[config.mk]
export PLATFORM = sky130hd
export DESIGN_NAME = feistel_engine
export DESIGN_NICKNAME = d
export VERILOG_FILES = /design/src/rtl/feistel_engine.sv
export SDC_FILE = /design/constraint.sdc
export NUM_CORES = 1
export LEC_CHECK = 0
export ABC_AREA = 1
export CAP_MARGIN = 20
export CORE_MARGIN = 10
export CORE_UTILIZATION = 31
export DETAILED_ROUTE_END_ITERATION = 12
export MAX_ROUTING_LAYER = met4
export PLACE_DENSITY = 0.61
export SYNTH_ARGS = -nofsm -noshare
export SYNTH_HDL_FRONTEND = slang
export SYNTH_SLANG_ARGS = --single-unit
[constraint.sdc]
create_clock -name clk -period 2.8 [get_ports clk]
set_input_delay 0.56 -clock clk [delete_from_list [all_inputs] [get_ports clk]]
set_output_delay 0.56 -clock clk [all_outputs]
set_load 0.005 [all_outputs]
[src/rtl/feistel_engine.sv]
// Blowfish/bcrypt Feistel round engine: three cycles per round over two single-cycle SRAM read ports.
// Defining FEISTEL_WRITEBACK_EN adds an optional write-back of the result pair after each block.
module feistel_engine #(
  parameter int ROUNDS = 16,
  parameter int ADDR_W = 12,
  parameter int S_BASE = 0,
  parameter int P_BASE = 4000
) (
  input  logic              clk,
  input  logic              reset,
  input  logic              start,
  input  logic              decrypt,
  input  logic [31:0]       L,
  input  logic [31:0]       R,
`ifdef FEISTEL_WRITEBACK_EN
  input  logic              wb_en,
  input  logic [ADDR_W-1:0] wb_addr,
  output logic [31:0]       wdata_a,
  output logic [31:0]       wdata_b,
`endif
  output logic              ready,
  output logic              busy,
  output logic              done,
  output logic [31:0]       resultL,
  output logic [31:0]       resultR,
  output logic [ADDR_W-1:0] addr_a,
  output logic [ADDR_W-1:0] addr_b,
  input  logic [31:0]       data_a,
  input  logic [31:0]       data_b,
  output logic              cs_a_l,
  output logic              cs_b_l,
  output logic              we_a_l,
  output logic              we_b_l,
  output logic              oe_a_l,
  output logic              oe_b_l
);

  localparam int CW = $clog2(ROUNDS + 1);
  typedef logic [ADDR_W-1:0] addr_t;
  localparam addr_t S0_A = addr_t'(S_BASE);
  localparam addr_t S1_A = addr_t'(S_BASE + 256);
  localparam addr_t S2_A = addr_t'(S_BASE + 512);
  localparam addr_t S3_A = addr_t'(S_BASE + 768);
  localparam addr_t P_A  = addr_t'(P_BASE);

  typedef enum logic [2:0] {IDLE, S01, S23, MIX, FIN, WB, DONE} state_t;

  state_t        state_q, state_d;
  logic [31:0]   l_q, l_d, r_q, r_d, fr_q, fr_d;
  logic [31:0]   res_l_q, res_l_d, res_r_q, res_r_d;
  logic [CW-1:0] round_q, round_d;
  logic          dec_q, dec_d;
`ifdef FEISTEL_WRITEBACK_EN
  logic          wb_en_q, wb_en_d;
  addr_t         wb_addr_q, wb_addr_d;
`endif

  logic [31:0] lx;
  logic        last_round;
  addr_t       pidx_next;

  assign lx         = l_q ^ data_a;
  assign last_round = (round_q == CW'(ROUNDS - 1));
  assign pidx_next  = dec_q ? (addr_t'(ROUNDS) - addr_t'(round_q)) : (addr_t'(round_q) + addr_t'(1));

  always_ff @(posedge clk) begin
    if (reset) begin
      state_q   <= IDLE;
      l_q       <= '0;
      r_q       <= '0;
      fr_q      <= '0;
      res_l_q   <= '0;
      res_r_q   <= '0;
      round_q   <= '0;
      dec_q     <= 1'b0;
`ifdef FEISTEL_WRITEBACK_EN
      wb_en_q   <= 1'b0;
      wb_addr_q <= '0;
`endif
    end else begin
      state_q   <= state_d;
      l_q       <= l_d;
      r_q       <= r_d;
      fr_q      <= fr_d;
      res_l_q   <= res_l_d;
      res_r_q   <= res_r_d;
      round_q   <= round_d;
      dec_q     <= dec_d;
`ifdef FEISTEL_WRITEBACK_EN
      wb_en_q   <= wb_en_d;
      wb_addr_q <= wb_addr_d;
`endif
    end
  end

  always_comb begin
    state_d   = state_q;
    l_d       = l_q;
    r_d       = r_q;
    fr_d      = fr_q;
    res_l_d   = res_l_q;
    res_r_d   = res_r_q;
    round_d   = round_q;
    dec_d     = dec_q;
`ifdef FEISTEL_WRITEBACK_EN
    wb_en_d   = wb_en_q;
    wb_addr_d = wb_addr_q;
`endif
    case (state_q)
      IDLE: if (start) begin
        state_d   = S01;
        l_d       = L;
        r_d       = R;
        dec_d     = decrypt;
        round_d   = '0;
`ifdef FEISTEL_WRITEBACK_EN
        wb_en_d   = wb_en;
        wb_addr_d = wb_addr;
`endif
      end
      S01: begin
        l_d     = lx;
        state_d = S23;
      end
      S23: begin
        fr_d    = data_a + data_b;
        state_d = MIX;
      end
      MIX: begin
        l_d     = r_q ^ ((fr_q ^ data_a) + data_b);
        r_d     = l_q;
        round_d = round_q + CW'(1);
        state_d = last_round ? FIN : S01;
      end
      FIN: begin
        // L/R are left swapped by the last MIX, so the final un-swap is folded in here
        res_l_d = r_q ^ data_a;
        res_r_d = l_q ^ data_b;
`ifdef FEISTEL_WRITEBACK_EN
        state_d = wb_en_q ? WB : DONE;
`else
        state_d = DONE;
`endif
      end
      WB:      state_d = DONE;
      DONE:    state_d = IDLE;
      default: state_d = IDLE;
    endcase
  end

  always_comb begin
    addr_a = '0;
    addr_b = '0;
    cs_a_l = 1'b1;
    cs_b_l = 1'b1;
    we_a_l = 1'b1;
    we_b_l = 1'b1;
    oe_a_l = 1'b0;
    oe_b_l = 1'b0;
`ifdef FEISTEL_WRITEBACK_EN
    wdata_a = '0;
    wdata_b = '0;
`endif
    case (state_q)
      IDLE: if (start) begin
        cs_a_l = 1'b0;
        addr_a = P_A + (decrypt ? addr_t'(ROUNDS + 1) : addr_t'(0));
      end
      S01: begin
        cs_a_l = 1'b0;
        cs_b_l = 1'b0;
        addr_a = S0_A + addr_t'(lx[31:24]);
        addr_b = S1_A + addr_t'(lx[23:16]);
      end
      S23: begin
        cs_a_l = 1'b0;
        cs_b_l = 1'b0;
        addr_a = S2_A + addr_t'(l_q[15:8]);
        addr_b = S3_A + addr_t'(l_q[7:0]);
      end
      MIX: begin
        cs_a_l = 1'b0;
        if (!last_round) begin
          addr_a = P_A + pidx_next;
        end else begin
          cs_b_l = 1'b0;
          addr_a = P_A + (dec_q ? addr_t'(0) : addr_t'(ROUNDS + 1));
          addr_b = P_A + (dec_q ? addr_t'(1) : addr_t'(ROUNDS));
        end
      end
`ifdef FEISTEL_WRITEBACK_EN
      WB: begin
        cs_a_l  = 1'b0;
        cs_b_l  = 1'b0;
        we_a_l  = 1'b0;
        we_b_l  = 1'b0;
        oe_a_l  = 1'b1;
        oe_b_l  = 1'b1;
        addr_a  = wb_addr_q;
        addr_b  = wb_addr_q + addr_t'(1);
        wdata_a = res_l_q;
        wdata_b = res_r_q;
      end
`endif
      default: ;
    endcase
  end

  assign ready   = (state_q == IDLE);
  assign busy    = ~ready;
  assign done    = (state_q == DONE);
  assign resultL = res_l_q;
  assign resultR = res_r_q;

endmodule

* Word level (Yosys, flattened, before mapping) *
Index checks and enable logic that the tools add are counted.
Widths: inputs -> output; s select.

storage, ports and cells
  input bits = 132
  register bits after elaboration = 169
  output and inout port bits = 97
  word-level logic and storage cells = 65

operators by class
  $add $sub $neg = 12
  reductions and logical operators = 9
  mux-type cells = 22
  equality and inequality tests = 8
  bitwise operators = 6

operators by type and width
  kind                    count
  $xor 32x32->32          5
  $pmux 32 s3             1
  $add 32x32->32          2
  $mux 32                 2
  $pmux 32 s2             1
  $mux 12                 4
  $pmux 12 s4             1
  $pmux 12 s3             1
  $add 8x6->9 const A     3
  $add 10x8->11 const A   2
  $mux 5                  4
  $pmux 3 s5              1
  $add 12x12->12 const A  1
  $add 9x8->10 const A    1
  $pmux 5 s2              1
  $eq 3x3->1 const B      3
  $add 5x1->6 const B     1
  $eq 3x2->1 const B      2
  $mux 3                  2
  $reduce_and 2->1        3
  $sub 5x5->6 const A     1
  $add 5x1->5 const B     1
  $eq 5x4->1 const B      1
  $pmux 1 s2              2
  other kinds (9)         11

* Depth between registers and ports, before layout *
  word-level depth = 5
  depth in mapped cells = 14
  depth with buffers taken out = 14

* Least setup slack after synthesis *
No wires, ideal clock.

  kind = input port to flip-flop
  start = input port data_a[0]
  end = register l_q[24]
  required time = 2.730 ns
  path buffers = 0
  slack = 0.633 ns
  setup time = 0.070 ns
  arrival = 2.097 ns
  stages = 14
  cells stage by stage = xor2_1 > ha_1 > fa_1 > nand3_1 > nand3_1 > nand2_1 > nand2_1 > nand2_1 > nand2_1 > nand2_1 > nand2_1 > nand2_1 > nand3_1 > a21oi_1

between the ends
  longest elaborated chain between the ends = 4

RTL lines
  what                  line  RTL
  from (decl)           28    input logic [31:0] data_a,
  $xor 32x32->32        130   l_d = r_q ^ ((fr_q ^ data_a) + data_b);
  $add 32x32->32        130
  $xor 32x32->32        130
  $pmux 32 s3           109   case (state_q)
  to (signal assigned)  82    l_q <= l_d;
  to (decl)             49    logic [31:0] l_q, l_d, r_q, r_d, fr_q, fr_d;

Every way passes these cells.
A chain may end at the register's enable or synchronous reset.

* Worst setup path after layout *
  start = register round_q[1]
  end = output port addr_a[2]

between the ends
  longest elaborated chain between the ends = 5
  elaborated cells between the ends (all ways) = 7
  those cells by class = 3 x add/sub; 1 x eq/ne; 3 x mux

RTL lines
  what                                               line  RTL
  from (decl)                                        51    logic [CW-1:0] round_q, round_d;
  from (signal assigned)                             87    round_q <= round_d;
  $add 5x1->6 / $sub 5x5->6 (equally long branches)  64    assign pidx_next = dec_q ? (addr_t'(ROUNDS) - addr_t'(round_q)) : (addr_t'(round_q) + addr_t'(1));
  $mux 12                                            64
  $add 12x12->12                                     184   addr_a = P_A + pidx_next;
  $mux 12 *                                          183   if (!last_round) begin
  $pmux 12 s4 *                                      164   case (state_q)
  to (decl)                                          26    output logic [ADDR_W-1:0] addr_a,

Every way passes the cells marked *; elsewhere a longest branch is shown, timed or not.

==> metrics.yaml <==
run_status:
  run_status: "completed"
critical_path:
  reg2reg_slack_ns: 0.47
  setup.worst_path.end_class: "output port"
  required_ns: 2.24
  regToRegEndpoint: "l_q[24]$_SDFFE_PP0P_"
  crit_slowest_cell: "dfxtp_2"
  timing.rr.start: "fr_q[0]$_SDFFE_PP0P_"
  critical_path.max_fanout: 2
  critical-path-max-stage-delay_ns: 0.34
  arrival_ns: 2.15
  cp-start-kind: "register"
  r2r_depth: 14
  setup.worst_path.class: "reg -> out"
  critical_path.cell_chain: "ha_2 > nand2_1 > nor2_2 > ha_2 > buf_4 > nor2_2 > a21oi_2 > o21ai_1 > dlygate4sd2_1"
logic_synthesis:
  yosys.area_share.adder_pct: 7.128
  syn_area_sq_um: 13020
  synthesis.yosys.warnings: 0
  synthSimpleGateAreaFrac_pct: 26.51
  synth.distinct_cells: 40
  synth_seq_cells: 169
  synth-seq-area-share_pct: 25.98
  synth_top_family_by_area: "simple AND/OR/NAND/NOR gates"
  synth_top_area_share_pct: 25.98
  post_synth_xor_area_fraction_pct: 10.42
  synth-edff-count: 0
  synth.area.top_cells: "dfxtp_1 26%, nand2_1 15%, inv_1 8.3%, a21oi_1 7.8%, o21ai_0 7.3%"
  syn_area_per_cell_sq_um: 6.301
  compound_gate_fraction_of_synth_area_pct: 18.67
  yosys_most_used_dff: "dfxtp_1"
  asyncSetResetFlopFracSynth_pct: 0
  syn-instance-count: 2067
  synth.area.mux_share_pct: 0
  synth_top_cell_by_area: "dfxtp_1"
cells_and_area:
  post-route-cell-area_sq_um: 18350
  final_layout_size_suffix_gt1_share_pct: 14.10
  final_net_count: 2695
  flow.area_growth_from_synthesis_pct: 40.92
hold_path:
  worstHoldEndpoint: "l_q[1]$_SDFFE_PP0P_"
  worstHoldPathCells: 2
  worstHoldPathType: "reg -> reg"
  hold_path_startpoint: "l_q[1]$_SDFFE_PP0P_"
routing:
  route.detailed.drc: 0
  detail_route.vias_per_cell: 4.881
  detailroute.via_count: 14850
  detail_route.first_pass.iterations: 5
  detail_route.wirelength_mm: 58.77
  dr.first_iter.drc_count: 1228
  wl_per_cell_microns: 19.31
  route.antenna.remaining_nets: 0
clocking:
  cts-hold-fix-buffers: 0
  clock_insertion_delay_worst_skew_ns: 0.48
  cts.htree.levels: 4
  cts-buffers-inserted: 17
  root_buffer: "clkbuf_16"
  cts_tree: "yes"
  clock-sinks: 169
  clk_path_buf_depth: 2
  worst_setup_hold_path_clk_slew_ns: 0.08
global_routing:
  grt_antenna_before_repair: 1
  grt-ovfl-total: 0
  grt_start_max_net_pins: 111
  grt_util_all_layers_pct: 23.11
  first_global_vias: 14050
  grt_pass1_wl_mm: 85.49
timing:
  max-slew-margin-rel_pct: 52.75
  fin_crit_ns: 2.707
  report.final.slew_viol_count: 0
  grt_setup_unrepaired: "no"
  fmax_mhz: 369.5
  final-setup-viol-count: 0
  worst_pin_slew_ns: 0.7087
  clock_skew_ns: 0.01421
  final.period_utilization_pct: 96.67
  report.final.hold_viol_count: 0
floorplan:
  fp.dieH_microns: 225.0
  floorplan.initialDensity_pct: 31.19
  num_rows: 75
  boundaryPins: 229
  dieWidth_microns: 225.0
  floorplan.die_area_sq_um: 50610
  core_area_sq_um: 41760
pwr:
  cellPowerDensity_nw_per_um2: 499.8
  static-leakage-power_uw: 0.009080
  finalPower_uw: 9173
  vdd_ir_drop_max_mv: 0.3052
placed_design:
  placedInstanceArea_sq_um: 17520
  hpwlAfterDp_mm: 47.10
  gp_congestion: 0.9575
  portBuffers: 224
run:
  timing.max_cap.violations: 0
[synthesized netlist by cell type, drive strengths merged (4+ instances only)]
master,count
or2,20
xnor2,77
nor3,7
o2111ai,4
nand3b,6
o21bai,10
o211ai,9
clkbuf,39
nand4,16
inv,297
nor2,157
a31oi,7
buf,36
nand3,103
xor2,78
a211oi,16
nand2,527
o21ai,191
o221ai,4
a21oi,204
ha,71
dfxtp,169
[layout by cell type (no fill, tap or decap), types with 9 or more instances in the layout]
master           Yosys  layout
ha_1                71      69
nand2_1            524     523
xnor2_1             77      77
nand3_1            103     103
a21oi_1            204     197
clkbuf_16            0      18
or2_2               19      19
a211oi_1            16      16
o21ai_0            191     185
o211ai_1             9       9
dfxtp_1            169     166
dlygate4sd2_1        0      16
xor2_1              78      78
inv_1              288     284
clkdlybuf4s50_1      0     199
buf_4               11     243
nor2_1             153     149
nand4_1             16      16
inv_2                9      10
[how the worst max path moves through the flow]
stage                                      end                    start  cells past startpoint  slack [ns]
after floorplan           l_q[24]$_SDFFE_PP0P_                data_a[0]                     14        0.63
after detailed placement  l_q[24]$_SDFFE_PP0P_                data_a[0]                     15       -0.26
after CTS                            addr_a[1]  state_q[1]$_SDFFE_PP0P_                      6       -0.04
after global routing                 addr_a[8]  state_q[2]$_SDFFE_PP0P_                      9       0.003
final                                addr_a[2]  round_q[1]$_SDFFE_PP0P_                      9        0.09
after global placement    l_q[24]$_SDFFE_PP0P_                data_a[0]                     15       -0.27
[layout make-up]
| class | count | area, sq um |
|---|---|---|
| Fill cell | 4356 | 23410 |
| Multi-Input combinational cell | 1528 | 8304 |
| Timing Repair Buffer | 477 | 4237 |
| Sequential cell | 169 | 3387 |
| Inverter | 297 | 1121 |
| Tap cell | 539 | 674.4 |
| Clock buffer | 18 | 439.2 |
| Clock inverter | 14 | 187.7 |
| Antenna cell | 1 | 2.502 |
[power breakdown]
group	internal [uW]	leakage [uW]	switching, uW
registers	2580	0.00138	250
logic	1620	0.00740	2080
clock network	1450	0.000301	1190
total	5660	0.00908	3520
[flip-flops by register name (all words and copies together) (netlist names)]
name,count
l_q,32
r_q,32
fr_q,32
dec_q,1
state_q,3
resultL,32
resultR,32
round_q,5
[routing by layer]
layer | part of all wire (%) | routed length (microns) | GRT usage (%) | up-vias
li1 | - | - | - | 7471
met2 | 44 | 26100 | 35.67 | 518
met4 | 2.6 | 1509 | 7.282 | 0
met1 | 46 | 27120 | 30.44 | 6799
met5 | 0 | 0 | - | -
met3 | 6.9 | 4038 | 3.539 | 65
[logic make-up (layout without fill, tap and decap cells)]
| group | count (synthesis) | count (layout) |
|---|---|---|
| simple gates | 841 | 841 |
| xor+xnor | 155 | 155 |
| other cells | 2 | 5 |
| fa+ha+maj | 73 | 73 |
| flops | 169 | 169 |
| compound gates | 455 | 455 |
| buf+inv | 372 | 806 |
[per-stage QoR]
| stage | setup slack [ns] | hold WS (ns) | util (%) | instances | TNS, ns |
|---|---|---|---|---|---|
| 2_1_floorplan | 0.6335 | 0.4700 | - | 2069 | 0 |
| 3_3_place_gp | -0.2663 | 0.4878 | 41.95 | 3003 | -5.427 |
| 3_5_place_dp | -0.2591 | 0.5077 | 41.95 | 3003 | -6.228 |
| 4_1_cts | -0.03698 | 0.5201 | 43.79 | 3040 | -0.08382 |
| 5_1_grt | 0.002757 | 0.5544 | 43.95 | 3043 | 0 |
| 6_report | 0.09327 | 0.5174 | 43.95 | 3043 | 0 |
[worst max-delay path, delay by kind of cell, from the launching register on]
family	cells	cell delay (ns)
flip-flops	1	0.34
adder cells (fa/ha/maj)	2	0.37
AND/OR/NAND/NOR	3	0.23
buffers and inverters	2	0.40
AO/OA/AOI/OAI	2	0.33
[repair_timing]
item	4_1_cts	5_1_grt
resized for setup	55	18
pin swaps	2	4
setup buffers	4	1
gates cloned	1	1
setup endpoints to repair	23	10
Note: power is estimated with default switching activity, not from simulation.
==> patch: new RTL, same flow settings <==
`ADDR_W`: 12 -> 11.
--- a/src/rtl/feistel_engine.sv
+++ b/src/rtl/feistel_engine.sv
@@ -2,7 +2,7 @@
 // Defining FEISTEL_WRITEBACK_EN adds an optional write-back of the result pair after each block.
 module feistel_engine #(
   parameter int ROUNDS = 16,
-  parameter int ADDR_W = 12,
+  parameter int ADDR_W = 11,
   parameter int S_BASE = 0,
   parameter int P_BASE = 4000
 ) (
Interface: changed (resized addr_a and addr_b); port bits go from 229 to 227. The function was not compared with the original's and may differ.
==> patch against the original RTL <==
Sequential cell count is the same; critical path type unchanged; critical endpoint is now addr_a[4]; die area up 0.51%; total power is 2.4% lower; synthesized area grew 0.56%; wire length decreased by 1.4%; design area decreased by 0.16%; via count fell by 0.28%; setup slack worse by 0.056 ns; first-iteration DRC count is 7.8% lower; worst hold slack worse by 0.0047 ns.
==> patch: results (changes against the original RTL) <==
initial antenna violation count=2 (was 1); CP max stage cell=dfxtp_2 (unchanged); status=completed (unchanged); register area share after synthesis=25.8% (was 26.0%); worst slew pin tran=1.05 ns (was 0.709 ns); DP HPWL=46700 um (was 47100 um); Max Clock Skew=0.0118 ns (was 0.0142 ns); Max FO, Critical Path=8 (was 2); vias in the first global route=14419 (was 14051); Worst VDD drop=394 uV (was 305 uV); Place WS=-0.257 ns (was -0.259 ns); Detailed Route WL=58000 um (was 58800 um); Seq pwr share=31.8% (was 30.9%); Pwr Density=489 nW/um^2 (was 500 nW/um^2); distinct cell type count after synthesis=46 (was 40); DR pass1 iterations=7 (was 5); GP Congestion=0.967 (was 0.958); pin count of the biggest net entering global routing=89 (was 111); root buffer cell=clkbuf_16 (unchanged); Pleak=9.02 nW (was 9.08 nW); Worst EP arrival=2.20 ns (was 2.15 ns); Int Pwr=5.51 mW (was 5.66 mW); Nets=2696 (was 2695); Post-Syn Instances=2071 (was 2067); Vias=14812 (was 14853); I/O Buffers=222 (was 224); main area contributors after synthesis=dfxtp_1 (26%), nand2_1 (15%), inv_1 (8.2%) (was dfxtp_1 (26%), nand2_1 (15%), inv_1 (8.3%)); initial DRC count=1132 (was 1228); Global Route Usage Sum=23.0% (was 23.1%); layout cells sized above 1=14.2% (was 14.1%); worst-skew pair later-pin latency=0.48 ns (about the same); routed len/inst=19.0 um (was 19.3 um)
## patch: logic make-up (layout without fill, tap and decap cells)
group / Yosys count / in the layout / share of synthesized area, %
fa+ha+maj: 73 / 73 / 7.09
other cells: 2 / 6 / 0.0573
xor+xnor: 155 / 155 / 10.4
buf+inv: 372 / 802 / 11.5
flops: 169 / 169 / 25.8
simple gates: 842 / 842 / 26.5
compound gates: 458 / 458 / 18.6
## patch: timing repair
action                                 CTS  global route
gates resized for setup                 59            26
setup endpoints to repair               23            15
pin swaps                                6             3
endpoints found under the hold margin    0             0
setup buffers                           12             0
gates cloned                             1             0
## patch: layer usage
layer | GRT usage (%) | up-vias | wire length, um
li1 | - | 7488 | -
met3 | 3.75 | 77 | 3830
met5 | - | - | 0
met4 | 7.69 | 0 | 1370
met2 | 35.6 | 476 | 25600
met1 | 30.0 | 6771 | 27200
## patch: path summary, 6_finish.rpt
check / startpoint / end / slack (ns) / cells past startpoint
setup / recovery: state_q[2] / addr_a[4] / 0.04 / 9
hold / removal: l_q[1] / l_q[1] / 0.51 / 2
setup reg to reg: state_q[2] / l_q[5] / 0.41 / 9
hold reg to reg: l_q[1] / l_q[1] / 0.51 / 2
## patch: final cells by class
type / count / area, sq um
Inverter: 297 / 1120
Tap cell: 539 / 674
Antenna cell: 2 / 5.00
Fill cell: 4345 / 23500
Sequential cell: 169 / 3390
Multi-Input combinational cell: 1532 / 8370
Timing Repair Buffer: 474 / 4190
Clock inverter: 8 / 86.3
Clock buffer: 23 / 488
## patch: worst register-to-register path, delay by kind of cell, from the launching register on
family | cells | cell delay, ns
compound gates | 2 | 0.23
buf+inv | 4 | 1.21
flops | 1 | 0.35
simple gates | 3 | 0.49
